$ cat src/rtl/booth_if.sv
// -----------------------------------------------------------------------------
// booth_if
// Bundle of the operand/start inputs and result/status outputs exchanged
// between the switch/press-detector stage and the Booth multiplier controller.
//   start         level start request (held high by the press detector)
//   multiplicand  signed operand M, N bits
//   multiplier    signed operand Q, N bits
//   product       signed 2N-bit result, registered
//   busy          multiply in progress
//   done          one-cycle pulse when the result is published
//   valid         product matches the most recently started operands
//   step          iterations remaining (debug LEDs)
// Modports: master drives start/operands, slave is the multiplier controller.
// -----------------------------------------------------------------------------
interface booth_if #(
    parameter int N  = 8,
    parameter int CW = 4
);
    logic              start;
    logic [N-1:0]      multiplicand;
    logic [N-1:0]      multiplier;
    logic [2*N-1:0]    product;
    logic              busy;
    logic              done;
    logic              valid;
    logic [CW-1:0]     step;

    modport master (
        output start, multiplicand, multiplier,
        input  product, busy, done, valid, step
    );

    modport slave (
        input  start, multiplicand, multiplier,
        output product, busy, done, valid, step
    );
endinterface

$ cat src/rtl/booth_control.sv
// -----------------------------------------------------------------------------
// booth_control
// Radix-2 signed Booth multiplier: controller plus datapath. One Booth
// iteration per clock, so a multiply occupies N+1 cycles from the start edge
// to the done pulse. Only rising edges of the (possibly long-held) start level
// launch a multiply; edges seen while busy are consumed and dropped.
// Ports:
//   Clk_100M  system clock
//   reset     asynchronous, active-high reset
//   bus       booth_if slave: start/operands in, product/busy/done/valid/step out
// -----------------------------------------------------------------------------
module booth_control #(
    parameter int N  = 8,
    parameter int CW = 4
) (
    input  logic     Clk_100M,
    input  logic     reset,
    booth_if.slave   bus
);

    typedef enum logic [1:0] {
        IDLE = 2'd0,
        CALC = 2'd1,
        DONE = 2'd2
    } state_t;

    state_t          state_q;
    logic            start_d_q;
    logic [N:0]      a_q;
    logic [N:0]      m_q;
    logic [N-1:0]    q_q;
    logic            q1_q;
    logic [CW-1:0]   step_q;
    logic [2*N-1:0]  product_q;
    logic            busy_q;
    logic            done_q;
    logic            valid_q;

    // Next-iteration datapath values
    logic [N:0]      sum_d;
    logic [N:0]      a_d;
    logic [N-1:0]    q_d;
    logic            q1_d;
    logic            start_edge_s;

    assign start_edge_s = bus.start & ~start_d_q;

    // Booth add/subtract followed by arithmetic shift right of {A,Q,Q_1}
    always_comb begin
        sum_d = a_q;
        case ({q_q[0], q1_q})
            2'b01:   sum_d = a_q + m_q;
            2'b10:   sum_d = a_q - m_q;
            default: sum_d = a_q;
        endcase
        // A is one bit wider than the operands, so sum_d[N] is the true sign
        a_d  = {sum_d[N], sum_d[N:1]};
        q_d  = {sum_d[0], q_q[N-1:1]};
        q1_d = q_q[0];
    end

    // Controller FSM with datapath registers and registered status outputs
    always_ff @(posedge Clk_100M or posedge reset) begin
        if (reset) begin
            state_q   <= IDLE;
            start_d_q <= 1'b0;
            a_q       <= '0;
            m_q       <= '0;
            q_q       <= '0;
            q1_q      <= 1'b0;
            step_q    <= '0;
            product_q <= '0;
            busy_q    <= 1'b0;
            done_q    <= 1'b0;
            valid_q   <= 1'b0;
        end else begin
            // Tracked in every state so a press during a multiply is consumed
            start_d_q <= bus.start;
            done_q    <= 1'b0;
            case (state_q)
                IDLE: begin
                    if (start_edge_s) begin
                        m_q     <= {bus.multiplicand[N-1], bus.multiplicand};
                        q_q     <= bus.multiplier;
                        a_q     <= '0;
                        q1_q    <= 1'b0;
                        step_q  <= CW'(N);
                        busy_q  <= 1'b1;
                        valid_q <= 1'b0;
                        state_q <= CALC;
                    end else begin
                        state_q <= IDLE;
                    end
                end
                CALC: begin
                    a_q    <= a_d;
                    q_q    <= q_d;
                    q1_q   <= q1_d;
                    step_q <= step_q - CW'(1);
                    if (step_q == CW'(1)) begin
                        // Low 2N bits of the shifted {A,Q}; A's extra bit is only sign
                        product_q <= {a_d[N-1:0], q_d};
                        state_q   <= DONE;
                    end else begin
                        state_q   <= CALC;
                    end
                end
                DONE: begin
                    done_q  <= 1'b1;
                    valid_q <= 1'b1;
                    busy_q  <= 1'b0;
                    state_q <= IDLE;
                end
                default: begin
                    busy_q  <= 1'b0;
                    state_q <= IDLE;
                end
            endcase
        end
    end

    assign bus.product = product_q;
    assign bus.busy    = busy_q;
    assign bus.done    = done_q;
    assign bus.valid   = valid_q;
    assign bus.step    = step_q;

endmodule
$ cat src/flat_wrapper.sv
// flat-port wrapper written by rule: the top's interface ports become plain ports
module booth_control_flat 
#(
    parameter int N  = 8,
    parameter int CW = 4
)
  (Clk_100M, reset, bus_start, bus_multiplicand, bus_multiplier, bus_product, bus_busy, bus_done, bus_valid, bus_step);
  booth_if #(.N(N), .CW(CW)) bus_i ();
  input  logic Clk_100M;
  input  logic reset;
  input wire logic [$bits(bus_i.start)-1:0] bus_start;
  input wire logic [$bits(bus_i.multiplicand)-1:0] bus_multiplicand;
  input wire logic [$bits(bus_i.multiplier)-1:0] bus_multiplier;
  output wire logic [$bits(bus_i.product)-1:0] bus_product;
  output wire logic [$bits(bus_i.busy)-1:0] bus_busy;
  output wire logic [$bits(bus_i.done)-1:0] bus_done;
  output wire logic [$bits(bus_i.valid)-1:0] bus_valid;
  output wire logic [$bits(bus_i.step)-1:0] bus_step;
  assign bus_i.start = bus_start;
  assign bus_i.multiplicand = bus_multiplicand;
  assign bus_i.multiplier = bus_multiplier;
  assign bus_product = bus_i.product;
  assign bus_busy = bus_i.busy;
  assign bus_done = bus_i.done;
  assign bus_valid = bus_i.valid;
  assign bus_step = bus_i.step;
  booth_control #(.N(N), .CW(CW)) u_core (.Clk_100M(Clk_100M), .reset(reset), .bus(bus_i));
endmodule
$ cat config.mk
export PLATFORM = sky130hd
export DESIGN_NAME = booth_control_flat
export DESIGN_NICKNAME = d
export VERILOG_FILES = /design/src/rtl/booth_if.sv /design/src/rtl/booth_control.sv /design/src/flat_wrapper.sv
export SDC_FILE = /design/constraint.sdc
export NUM_CORES = 1
export LEC_CHECK = 0
export BUFFER_PORTS_ARGS = -buffer_cell sky130_fd_sc_hd__buf_2
export CAP_MARGIN = 20
export CORE_MARGIN = 5
export CORE_UTILIZATION = 50
export CTS_BUF_LIST = sky130_fd_sc_hd__clkbuf_4 sky130_fd_sc_hd__clkbuf_8
export DETAILED_ROUTE_END_ITERATION = 6
export PLACE_DENSITY_LB_ADDON = 0.05
export SETUP_SLACK_MARGIN = 0.05
export SLEW_MARGIN = 30
export SYNTH_ARGS = -nofsm -noshare
export SYNTH_HDL_FRONTEND = slang
export SYNTH_SLANG_ARGS = --single-unit
$ cat constraint.sdc
create_clock -name Clk_100M -period 3 [get_ports Clk_100M]
set_input_delay 0 -clock Clk_100M [delete_from_list [all_inputs] [get_ports Clk_100M]]
set_output_delay 0 -clock Clk_100M [all_outputs]
set_load 0.01 [all_outputs]
== Word-level counts from Yosys, hierarchy flattened ==
Cells that the tools add are included.

* Bits of input ports: 19
* Memory bits (read-only): 0
* Logic and storage cells: 47
* Memories: 0
* Latch bits: 0
* Register bits after elaboration: 52
* Bits in writable memories: 0

* Div/mod/pow operators: 0
* Shift-type cells: 0
* Eq/ne operators: 6
* Multiplexer cells: 16
* Multiply operators: 0
* $add $sub $neg: 3
* Reduce and logical (&&, ||, !) cells: 8
* Order comparisons: 0
* Bitwise gates (word level): 3

{| class="wikitable"
|+ Operators with widths
! operator !! number
|-
| $pmux W9 S2 || 2
|-
| $pmux W8 S2 || 1
|-
| $reduce_and A2 Y1 || 5
|-
| $add A9 B9 Y9 || 1
|-
| $mux W9 || 1
|-
| $sub A9 B9 Y9 || 1
|-
| $mux W8 || 1
|-
| $pmux W4 S2 || 1
|-
| $pmux W1 S2 || 3
|-
| $eq A2 B1 Y1 const B || 2
|-
| $eq A2 B2 Y1 const B || 2
|-
| $eq A4 B1 Y1 const B || 1
|-
| $mux W1 || 4
|-
| $mux W4 || 1
|-
| $pmux W2 S2 || 1
|-
| $reduce_bool A2 Y1 || 2
|-
| $sub A4 B1 Y4 const B || 1
|-
| $logic_not A2 Y1 || 1
|-
| $mux W2 || 1
|-
| $ne A2 B1 Y1 const B || 1
|-
| $not A1 Y1 || 2
|-
| $and A1 B1 Y1 || 1
|}

== Depth between registers and ports, before layout ==
Gate-level depths: netlist of run 1.

* Word-level depth: 4
* Depth in mapped cells: 12

== Least setup slack after synthesis of run 1 ==
Ideal clock, no wire load.

* Path type: flip-flop to flip-flop
* Start: reg u_core.q1_q
* End: reg u_core.a_q[7]
* Library setup time: 0.074 ns
* Data required time: 2.926 ns
* Cell stages (with the launch flop): 12
* Slack: 0.423 ns
* Clock period less this slack: 2.577 ns
* Arrival time: 2.503 ns
* Cells stage by stage: dfrtp_1 -> inv_1 -> ha_1 -> buf_2 -> mux2_2 -> fa_1 -> nand2b_1 -> a21oi_1 -> o22ai_2 -> mux2i_2 -> or3_1 -> o21ai_2

* Longest elaborated chain between the ends: 3

{| class="wikitable"
|+ Ends and longest elaborated chain
! what !! RTL line !! RTL
|-
| from (decl) || booth_control.sv:32 || <nowiki>logic q1_q;</nowiki>
|-
| from (signal assigned) || booth_control.sv:98 || <nowiki>q1_q <= q1_d;</nowiki>
|-
| $eq A2 B2 Y1 / $eq A2 B1 Y1 (equally long branches) || booth_control.sv:51 || <nowiki>case ({q_q[0], q1_q})</nowiki>
|-
| $pmux W9 S2 * || booth_control.sv:51 ||
|-
| $pmux W9 S2 * || booth_control.sv:80 || <nowiki>case (state_q)</nowiki>
|-
| to (signal assigned) || booth_control.sv:67 || <nowiki>a_q <= '0;</nowiki>
|-
| to (signal assigned) || booth_control.sv:85 || <nowiki>a_q <= '0;</nowiki>
|-
| to (signal assigned) || booth_control.sv:96 || <nowiki>a_q <= a_d;</nowiki>
|-
| to (decl) || booth_control.sv:29 || <nowiki>logic [N:0] a_q;</nowiki>
|}

Mark *: on every way between the ends. The rest lies on a longest branch, timed or not.
A chain may end at the register's enable or synchronous reset.

== Worst setup path after layout of run 1 ==
* Start: reg u_core.m_q[0]
* End: reg u_core.a_q[7]

* Longest elaborated chain between the ends: 3

{| class="wikitable"
|+ Ends and longest elaborated chain
! what !! RTL line !! RTL
|-
| from (decl) || booth_control.sv:30 || <nowiki>logic [N:0] m_q;</nowiki>
|-
| from (signal assigned) || booth_control.sv:83 || <nowiki>m_q <= {bus.multiplicand[N-1], bus.multiplicand};</nowiki>
|-
| $sub A9 B9 Y9 / $add A9 B9 Y9 (equally long branches) || booth_control.sv:53, booth_control.sv:52 ||
|-
| $pmux W9 S2 * || booth_control.sv:51 ||
|-
| $pmux W9 S2 * || booth_control.sv:80 ||
|}

Marked as above.

==> flow_metrics.env, run 1 <==
export IMPL_skew_ps=7.00
export IMPL_io_pin_count=42
export IMPL_cp_end_kind="flip-flop"
export IMPL_viasPerCell=5.14
export IMPL_insertion_delay_ps=310
export IMPL_drv_cap=0
export IMPL_grt_remaining_overflow=0
export IMPL_grt_pass1_vias=1991
export IMPL_outcome="finished, final reports clean"
export IMPL_gp_congestion=0.843
export IMPL_drtAntennaViolNets=0
export IMPL_root_buffer="clkbuf_8"
export IMPL_synth_cells=276
export IMPL_p_comb_frac=0.578
export IMPL_worstPathCellList="inv_1 > ha_1 > mux2_2 > fa_1 > nand2b_1 > a21oi_1 > o22ai_2 > mux2i_2 > or3_1 > o21ai_2"
export IMPL_ys_seq_area_frac=0.493
export IMPL_yosys_warnings=0
export IMPL_switching_share=0.431
export IMPL_grt_pass1_wl_mm=9.69
export IMPL_core_area_um2=5070
export IMPL_cpMaxStageDelayCell="fa_1"
export IMPL_fin_crit_sh=0.876
export IMPL_rsz0062_at_grt="no"
export IMPL_synth_flop_cell="dfrtp_1"
export IMPL_totalWireLength_mm=5.53
export IMPL_wl_per_cell_um=13.7
export IMPL_ys_ff_latch=51
export IMPL_p_switching_mw=1.74
export IMPL_grt_use_total=0.188
export IMPL_internal_power_mw=2.30
export IMPL_fin_nets=366
export IMPL_power_total_mw=4.03
export IMPL_hold_class="input port to async pin"
export IMPL_crit_path_start_kind="flip-flop"
export IMPL_synth_edf_count=0
export IMPL_tritoncts="yes"
export IMPL_port_buffers=41
export IMPL_p_leak_nw=1.59
export IMPL_clockBufferDepth=2
export IMPL_holdWs_ps=321
export IMPL_antenna_cells=0
export IMPL_antenna_found_initial=0
export IMPL_finalHoldViolations=0
export IMPL_clkSlewWorstSetupHoldPaths_ps=90
export IMPL_cts_inserted_buffers=5
export IMPL_p_seq_frac=0.306
export IMPL_slew_limit_headroom=0.532
export IMPL_cp_max_fo=3
export IMPL_drc_errors=0
export IMPL_crit_path_max_incr_delay_ps=420
export IMPL_syn_to_final_growth_pct=22.2
export IMPL_detail_route_iter0_violations=73
export IMPL_grt_max_degree=52
export IMPL_drive_gt1_frac=0.183
export IMPL_vdd_drop_max_mv=0.545
export IMPL_worst_pin_slew_ps=703
export IMPL_post_dp_hpwl_mm=3.79
export IMPL_synth_area_um2=2590
export IMPL_dr_pass1_iters=4
export IMPL_setup_viol=0
export IMPL_required_ps=3240
export IMPL_power_density_nw_per_um2=1270
export IMPL_synthesis_nets=308
export IMPL_cp_arrival_ps=2870
export IMPL_final_setup_tns_ps=0
export IMPL_slew_viol_final=0
export IMPL_fp_dieH_um=82.0
export IMPL_start_util=0.510
export IMPL_route_vias_total=2077
export IMPL_async_flop_share=1.00
export IMPL_crit_type="flip-flop to flip-flop"
export IMPL_synth_distinct_cells=41
export IMPL_fmax_ghz=0.381
export IMPL_clock_power_share=0.116
export IMPL_cts_htree_levels=2
export IMPL_dieArea_um2=6720
export IMPL_clkSinkCount=51
export IMPL_die_w_um=82.0
export IMPL_min_period_ps=2630
export IMPL_syn_area_per_cell_um2=9.38
export IMPL_num_rows=26
## layer usage
metal,vias up,part of all wire,track usage
met5,-,0,0
met4,0,0.011,0.0498
met3,6,0.042,0.0406
met2,40,0.45,0.294
met1,980,0.49,0.265
li1,1051,-,-
## power groups by stage
| stage | sequential, mW | clock, mW | combinational, mW |
|---|---|---|---|
| after floorplan | 1.25 | 0 | 1.77 |
| after global placement | 1.23 | 0 | 2.30 |
| after detailed placement | 1.24 | 0 | 2.33 |
| after CTS | 1.23 | 0.477 | 2.36 |
| after global routing | 1.28 | 0.506 | 2.67 |
| final | 1.23 | 0.467 | 2.33 |
## cell type report
cell class	instances	area [um^2]
Clock buffer	5	68.8
Multi-Input combinational cell	200	1230
Tap cell	70	87.6
Inverter	13	51.3
Clock inverter	2	37.5
Timing Repair Buffer	63	415
Sequential cell	51	1280
Fill cell	439	1910
## state kept, by name, summed over array words and instances (netlist names)
signal and count:
u_core.bus.product 16, u_core.q_q 8, u_core.state_q 2, u_core.m_q 8, u_core.a_q 8, u_core.q1_q 1
u_core.bus.step 4, u_core.bus.busy 1, u_core.bus.valid 1, u_core.bus.done 1, u_core.start_d_q 1
## cell families after synthesis
group	synth area share
compound gates	0.151
mux	0.0333
flops	0.493
xor+xnor	0.0406
fa+ha+maj	0.0657
buf+inv	0.0367
simple gates	0.180
## synth_stat cells, types with 2 or more instances
cell,n,area [um^2]
nand2_1,68,255
dfrtp_1,51,1280
o21ai_0,28,140
ha_1,12,150
inv_1,12,45.0
a21oi_1,11,55.1
clkbuf_1,10,37.5
nand3_1,9,45.0
nor2_1,9,33.8
xnor2_1,9,78.8
a22oi_1,7,52.6
mux2i_1,5,50.1
nor2b_1,5,31.3
a21o_1,4,30.0
a211oi_1,3,22.5
nand2b_1,3,18.8
nor3_1,3,15.0
xor2_1,3,26.3
mux2_2,2,22.5
## critical path: cells and delay by family (launching register included)
| family | cells | cell delay, ps |
|---|---|---|
| and+or+nand+nor | 2 | 540 |
| muxes | 2 | 480 |
| buffers and inverters | 1 | 60 |
| DFF | 1 | 380 |
| AOI/OAI and AO/OA | 3 | 400 |
| adders and majority gates | 2 | 700 |
## stage by stage
| step | setup slack, ps | std cells | area, um^2 | util |
|---|---|---|---|---|
| 3_3_place_gp | 425 | 379 | 2870 | 0.566 |
| 5_1_grt | 129 | 404 | 3160 | 0.623 |
| 4_1_cts | 332 | 404 | 3160 | 0.623 |
| 3_5_place_dp | 361 | 379 | 2880 | 0.567 |
| 2_1_floorplan | 423 | 276 | 2590 | - |
| 6_report | 373 | 404 | 3160 | 0.623 |
## path summary, 6_finish.rpt
| check | startpoint | end | slack [ps] | cells past startpoint |
|---|---|---|---|---|
| hold reg to reg | u_core.bus.product[2] | u_core.bus.product[2] | 470 | 2 |
| hold / removal | reset | u_core.bus.product[2] | 320 | 3 |
| max in group asynchronous | reset | u_core.bus.product[8] | 2270 | 3 |
| min in group Clk_100M | bus_start | u_core.start_d_q | 360 | 2 |
| setup reg to reg | u_core.m_q[0] | u_core.a_q[7] | 370 | 10 |
| setup / recovery | u_core.m_q[0] | u_core.a_q[7] | 370 | 10 |
## cell usage in the layout (no fill, tap or decap), types with 2 or more instances in the layout
master	count
a211oi_1	3
a21o_1	4
a21oi_1	11
a22oi_1	7
buf_2	41
buf_4	4
clkbuf_8	5
dfrtp_1	51
dlygate4sd3_1	18
ha_1	12
inv_1	11
mux2_2	2
mux2i_1	5
nand2_1	68
nand2b_1	3
nand3_1	9
nor2_1	9
nor2b_1	5
nor3_1	3
o21ai_0	28
xnor2_1	9
xor2_1	3
## repair_timing
item                                   in CTS  in global routing
buffers inserted                            0                  0
resized for setup                           0                  0
endpoints found under the hold margin      68                  0
hold buffers                               18                  0
Note: power is estimated with default switching activity, not from simulation.
==> run 2: changes to the inputs <==
Settings changed: PLACE_DENSITY from default to 0.78, PLACE_DENSITY_LB_ADDON 0.05 to default.
==> run 2 against run 1 <==
Net effect: sequential share of layout area rose by 0.096 points; design area fell by 0.24%; count of clock-buffer cells in the layout rose by 2; combinational power rose by 2%; wire length rose by 2.4%; worst hold slack improved by 2.1 ps; clock power fell by 8.4%; setup slack got worse by 130 ps; fmax fell by 4.7%; sequential power barely moved; register-to-register slack got worse by 130 ps; sequential cell count did not move; largest cell class unchanged; highest routed layer unchanged.
==> flow_metrics.env, run 2 (synthesis gave the netlist of run 1 again) <==
export IMPL_grt_pass1_wl_mm=9.49
export IMPL_layout_common_cells="nand2_1, dfrtp_1, buf_2"
export IMPL_dr_pass1_iters=4
export IMPL_drc_errors=0
export IMPL_p_seq_frac=0.307
export IMPL_power_density_nw_per_um2=1280
export IMPL_worst_pin_slew_ps=661
export IMPL_io_pin_count=42
export IMPL_slew_viol_final=0
export IMPL_drive_gt1_frac=0.185
export IMPL_r2r_slack_ps=240
export IMPL_insertion_delay_ps=310
export IMPL_grt_pass1_vias=2085
export IMPL_hold_class="input port to async pin"
export IMPL_port_buffers=41
export IMPL_core_area_um2=5070
export IMPL_power_total_mw=4.04
export IMPL_reg2reg_from="u_core.m_q[0]"
export IMPL_slew_limit_headroom=0.560
export IMPL_crit_type="flip-flop to flip-flop"
export IMPL_rsz0062_at_grt="no"
export IMPL_route_vias_total=2124
export IMPL_dieArea_um2=6720
export IMPL_largest_reg_flops=16
export IMPL_wl_per_cell_um=14.0
export IMPL_final_setup_tns_ps=0
export IMPL_stdcell_count=405
export IMPL_viasPerCell=5.24
export IMPL_grt_remaining_overflow=0
export IMPL_cts_inserted_buffers=5
export IMPL_gp_congestion=0.820
export IMPL_die_w_um=82.0
export IMPL_fmax_ghz=0.363
export IMPL_drtAntennaViolNets=0
export IMPL_r2r_cells=10
export IMPL_p_leak_nw=1.59
export IMPL_root_buffer="clkbuf_8"
export IMPL_skew_ps=5.92
export IMPL_antenna_cells=0
export IMPL_clockBufferDepth=2
export IMPL_min_period_ps=2760
export IMPL_clkSlewWorstSetupHoldPaths_ps=90
export IMPL_totalWireLength_mm=5.66
export IMPL_fin_nets=366
export IMPL_fillCellCount=433
export IMPL_outcome="finished, final reports clean"
export IMPL_fp_dieH_um=82.0
export IMPL_start_util=0.510
export IMPL_required_ps=3240
export IMPL_detail_route_iter0_violations=110
export IMPL_cp_end_kind="flip-flop"
export IMPL_dp_cells=379
export IMPL_crit_path_start_kind="flip-flop"
export IMPL_cts_htree_levels=2
export IMPL_clkSinkCount=51
export IMPL_p_comb_frac=0.587
export IMPL_grt_max_degree=52
export IMPL_num_rows=26
export IMPL_setup_viol=0
export IMPL_drv_cap=0
export IMPL_switching_share=0.442
export IMPL_finalHoldViolations=0
export IMPL_vdd_drop_max_mv=0.630
export IMPL_grt_use_total=0.184
export IMPL_cp_max_fo=3
export IMPL_cp_arrival_ps=3000
export IMPL_internal_power_mw=2.25
export IMPL_syn_to_final_growth_pct=21.9
export IMPL_final_common_cell="nand2_1"
export IMPL_tritoncts="yes"
export IMPL_antenna_found_initial=0
export IMPL_post_dp_hpwl_mm=3.96
export IMPL_p_switching_mw=1.78
export IMPL_fin_crit_sh=0.919
export IMPL_clock_power_share=0.106
export IMPL_reg2reg_to="u_core.a_q[7]"
-- run 2: worst max-delay path by stage --
| stage | start | end | depth (start not counted) |
|---|---|---|---|
| final | u_core.m_q[0] | u_core.a_q[7] | 10 |
| after global routing | u_core.m_q[0] | u_core.a_q[7] | 10 |
| after CTS | u_core.m_q[0] | u_core.a_q[7] | 10 |
| after detailed placement | u_core.m_q[0] | u_core.a_q[7] | 10 |
| after global placement | u_core.m_q[0] | u_core.a_q[7] | 10 |
| after floorplan | u_core.q1_q | u_core.a_q[7] | 11 |
-- run 2: layer usage --
metal | GRT usage | up-vias | wire length (um)
met5 | 0 | - | 0
met4 | 0.0714 | 0 | 115
met3 | 0.0439 | 10 | 265
met2 | 0.294 | 49 | 2670
met1 | 0.243 | 1007 | 2610
li1 | - | 1058 | -
-- run 2: worst max-delay path: stages (launching register included) --
cell	delay, ps
dfrtp_1	390
inv_1	70
ha_1	290
mux2_2	300
fa_1	430
nand2b_1	180
a21oi_1	270
o22ai_2	160
mux2i_2	190
or3_1	370
o21ai_2	60
-- run 2: through the flow --
step / cell area (um^2) / util / hold WS [ps] / setup slack (ps)
finish: 3160 / 0.622 / 323 / 243
detailed placement: 2880 / 0.567 / 131 / 313
global placement: 2870 / 0.566 / 140 / 425
global route: 3160 / 0.622 / 356 / 109
CTS: 3160 / 0.622 / 340 / 243
floorplan: 2590 / - / 31.4 / 423
-- run 2: final cells by class --
type,instances,area (um^2),area share
sequential,51,1280,0.404
multi-input combinational,200,1230,0.389
timing repair buffer,63,415,0.132
clock buffer,7,90.1,0.0285
tap,70,87.6,0.0278
inverter,13,51.3,0.0163
clock inverter,1,8.76,0.00278
-- run 2: repair_timing --
item / CTS / global route
hold buffers: 18 / 0
endpoints found under the hold margin: 68 / 0
buffers inserted: 0 / 0
resized for setup: 0 / 0
-- run 2: power by group through the flow --
stage | clock (mW) | combinational (mW) | sequential, mW
after CTS | 0.433 | 2.38 | 1.24
after floorplan | 0 | 1.77 | 1.25
final | 0.428 | 2.37 | 1.24
after global placement | 0 | 2.28 | 1.24
after detailed placement | 0 | 2.36 | 1.25
after global routing | 0.458 | 2.70 | 1.29
==> run 3: changes to the inputs <==
Settings changed: BUFFER_PORTS_ARGS -buffer_cell sky130_fd_sc_hd__buf_2 to -buffer_cell sky130_fd_sc_hd__clkbuf_2.
==> run 3 against run 2 <==
Net effect: clock power is 6.8% lower; setup slack better by 56 ps; global-route usage hardly changed; wire length hardly changed; cell count stayed put.
==> flow_metrics.env, run 3 (synthesis gave the netlist of run 1 again) <==
export IMPL_route_vias_total=2149
export IMPL_post_dp_hpwl_mm=3.96
export IMPL_cpMaxStageDelayCell="fa_1"
export IMPL_worstPathCellList="inv_1 > ha_1 > mux2_2 > fa_1 > nand2b_1 > a21oi_1 > o22ai_2 > mux2i_2 > or3_1 > o21ai_2"
export IMPL_drive_gt1_frac=0.185
export IMPL_crit_start="u_core.m_q[0]"
export IMPL_dieArea_um2=6720
export IMPL_hold_class="input port to async pin"
export IMPL_fin_area_um2=3150
export IMPL_drv_cap=0
export IMPL_fin_crit_sh=0.900
export IMPL_drc_errors=0
export IMPL_holdWs_ps=321
export IMPL_cp_max_fo=3
export IMPL_grt_remaining_overflow=0
export IMPL_cts_inserted_buffers=5
export IMPL_grt_pass1_vias=2097
export IMPL_cts_resized=0
export IMPL_power_density_nw_per_um2=1290
export IMPL_wl_per_cell_um=14.0
export IMPL_finalHoldViolations=0
export IMPL_min_period_ps=2700
export IMPL_skew_ps=4.29
export IMPL_root_buffer="clkbuf_8"
export IMPL_layout_common_cells="nand2_1, dfrtp_1, clkbuf_2"
export IMPL_viasPerCell=5.31
export IMPL_drtAntennaViolNets=0
export IMPL_vdd_drop_max_mv=0.758
export IMPL_reg2reg_to="u_core.a_q[7]"
export IMPL_fp_dieH_um=82.0
export IMPL_antenna_found_initial=0
export IMPL_core_area_um2=5070
export IMPL_grt_pass1_wl_mm=9.47
export IMPL_cp_end_kind="flip-flop"
export IMPL_crit_path_max_incr_delay_ps=430
export IMPL_setup_viol=0
export IMPL_num_rows=26
export IMPL_final_setup_tns_ps=0
export IMPL_crit_type="flip-flop to flip-flop"
export IMPL_antenna_cells=0
export IMPL_r2r_cells=10
export IMPL_fin_nets=366
export IMPL_clkSinkCount=51
export IMPL_cp_arrival_ps=2940
export IMPL_io_pin_count=42
export IMPL_tritoncts="yes"
export IMPL_crit_path_start_kind="flip-flop"
export IMPL_gp_congestion=0.815
export IMPL_port_buffers=41
export IMPL_start_util=0.510
export IMPL_slew_limit_headroom=0.546
export IMPL_outcome="finished, final reports clean"
export IMPL_required_ps=3240
export IMPL_reg2reg_from="u_core.m_q[0]"
export IMPL_insertion_delay_ps=300
export IMPL_cts_htree_levels=2
export IMPL_fillCellCount=454
export IMPL_clkSlewWorstSetupHoldPaths_ps=90
export IMPL_largest_reg_flops=16
export IMPL_fmax_ghz=0.370
export IMPL_final_common_cell="nand2_1"
export IMPL_grt_use_total=0.184
export IMPL_dr_pass1_iters=4
export IMPL_totalWireLength_mm=5.67
export IMPL_syn_to_final_growth_pct=21.5
export IMPL_post_dp_cell_area_um2=2880
export IMPL_detail_route_iter0_violations=134
export IMPL_grt_max_degree=52
export IMPL_r2r_slack_ps=300
export IMPL_p_leak_nw=1.59
export IMPL_slew_viol_final=0
export IMPL_rsz0062_at_grt="no"
export IMPL_clockBufferDepth=2
export IMPL_die_w_um=82.0
export IMPL_worst_pin_slew_ps=681
==> run 3: worst max-delay path by stage <==
stage / endpoint / slack [ps] / cells after the start
after floorplan: u_core.a_q[7] / 420 / 11
after global placement: u_core.a_q[7] / 430 / 10
after detailed placement: u_core.a_q[7] / 320 / 10
after CTS: u_core.a_q[7] / 290 / 10
after global routing: u_core.a_q[7] / 160 / 10
final: u_core.a_q[7] / 300 / 10
==> run 3: worst max-delay path: cells and delay by family (launching register included) <==
kind	cells	cell delay, ps
AOI/OAI and AO/OA	3	430
adders and majority gates	2	720
buffers and inverters	1	60
DFF	1	380
muxes	2	480
and+or+nand+nor	2	550
==> run 3: final cells by class <==
class / count / area (um^2) / share of cell area
Inverter: 13 / 51.3 / 0.0163
Clock buffer: 7 / 83.8 / 0.0267
Timing Repair Buffer: 63 / 415 / 0.132
Multi-Input combinational cell: 200 / 1230 / 0.390
Sequential cell: 51 / 1280 / 0.406
Tap cell: 70 / 87.6 / 0.0278
Clock inverter: 1 / 5.00 / 0.00159
==> run 3: per-stage QoR <==
| step | utilization | instances | total power [mW] | setup slack (ps) |
|---|---|---|---|---|
| 6_report | 0.620 | 405 | 4.04 | 300 |
| 5_1_grt | 0.620 | 405 | 4.43 | 163 |
| 4_1_cts | 0.620 | 405 | 4.05 | 295 |
| 3_5_place_dp | 0.567 | 379 | 3.63 | 320 |
| 3_3_place_gp | 0.566 | 379 | 3.52 | 426 |
| 2_1_floorplan | - | 276 | 3.02 | 423 |
==> run 3: metal layers <==
metal,share of wire,track usage
met1,0.46,0.242
met3,0.038,0.0307
met5,0,0
met2,0.48,0.304
met4,0.024,0.0731
==> run 3: power breakdown <==
group / total [mW] / switching (mW) / leakage [nW] / internal (mW)
combinational: 2.40 / 1.33 / 0.899 / 1.06
sequential: 1.25 / 0.259 / 0.641 / 0.989
clock: 0.399 / 0.217 / 0.0491 / 0.182
==> run 3: what timing repair did <==
action	CTS	global route
hold buffers	18	0
endpoints found under the hold margin	68	0
setup buffers	0	0
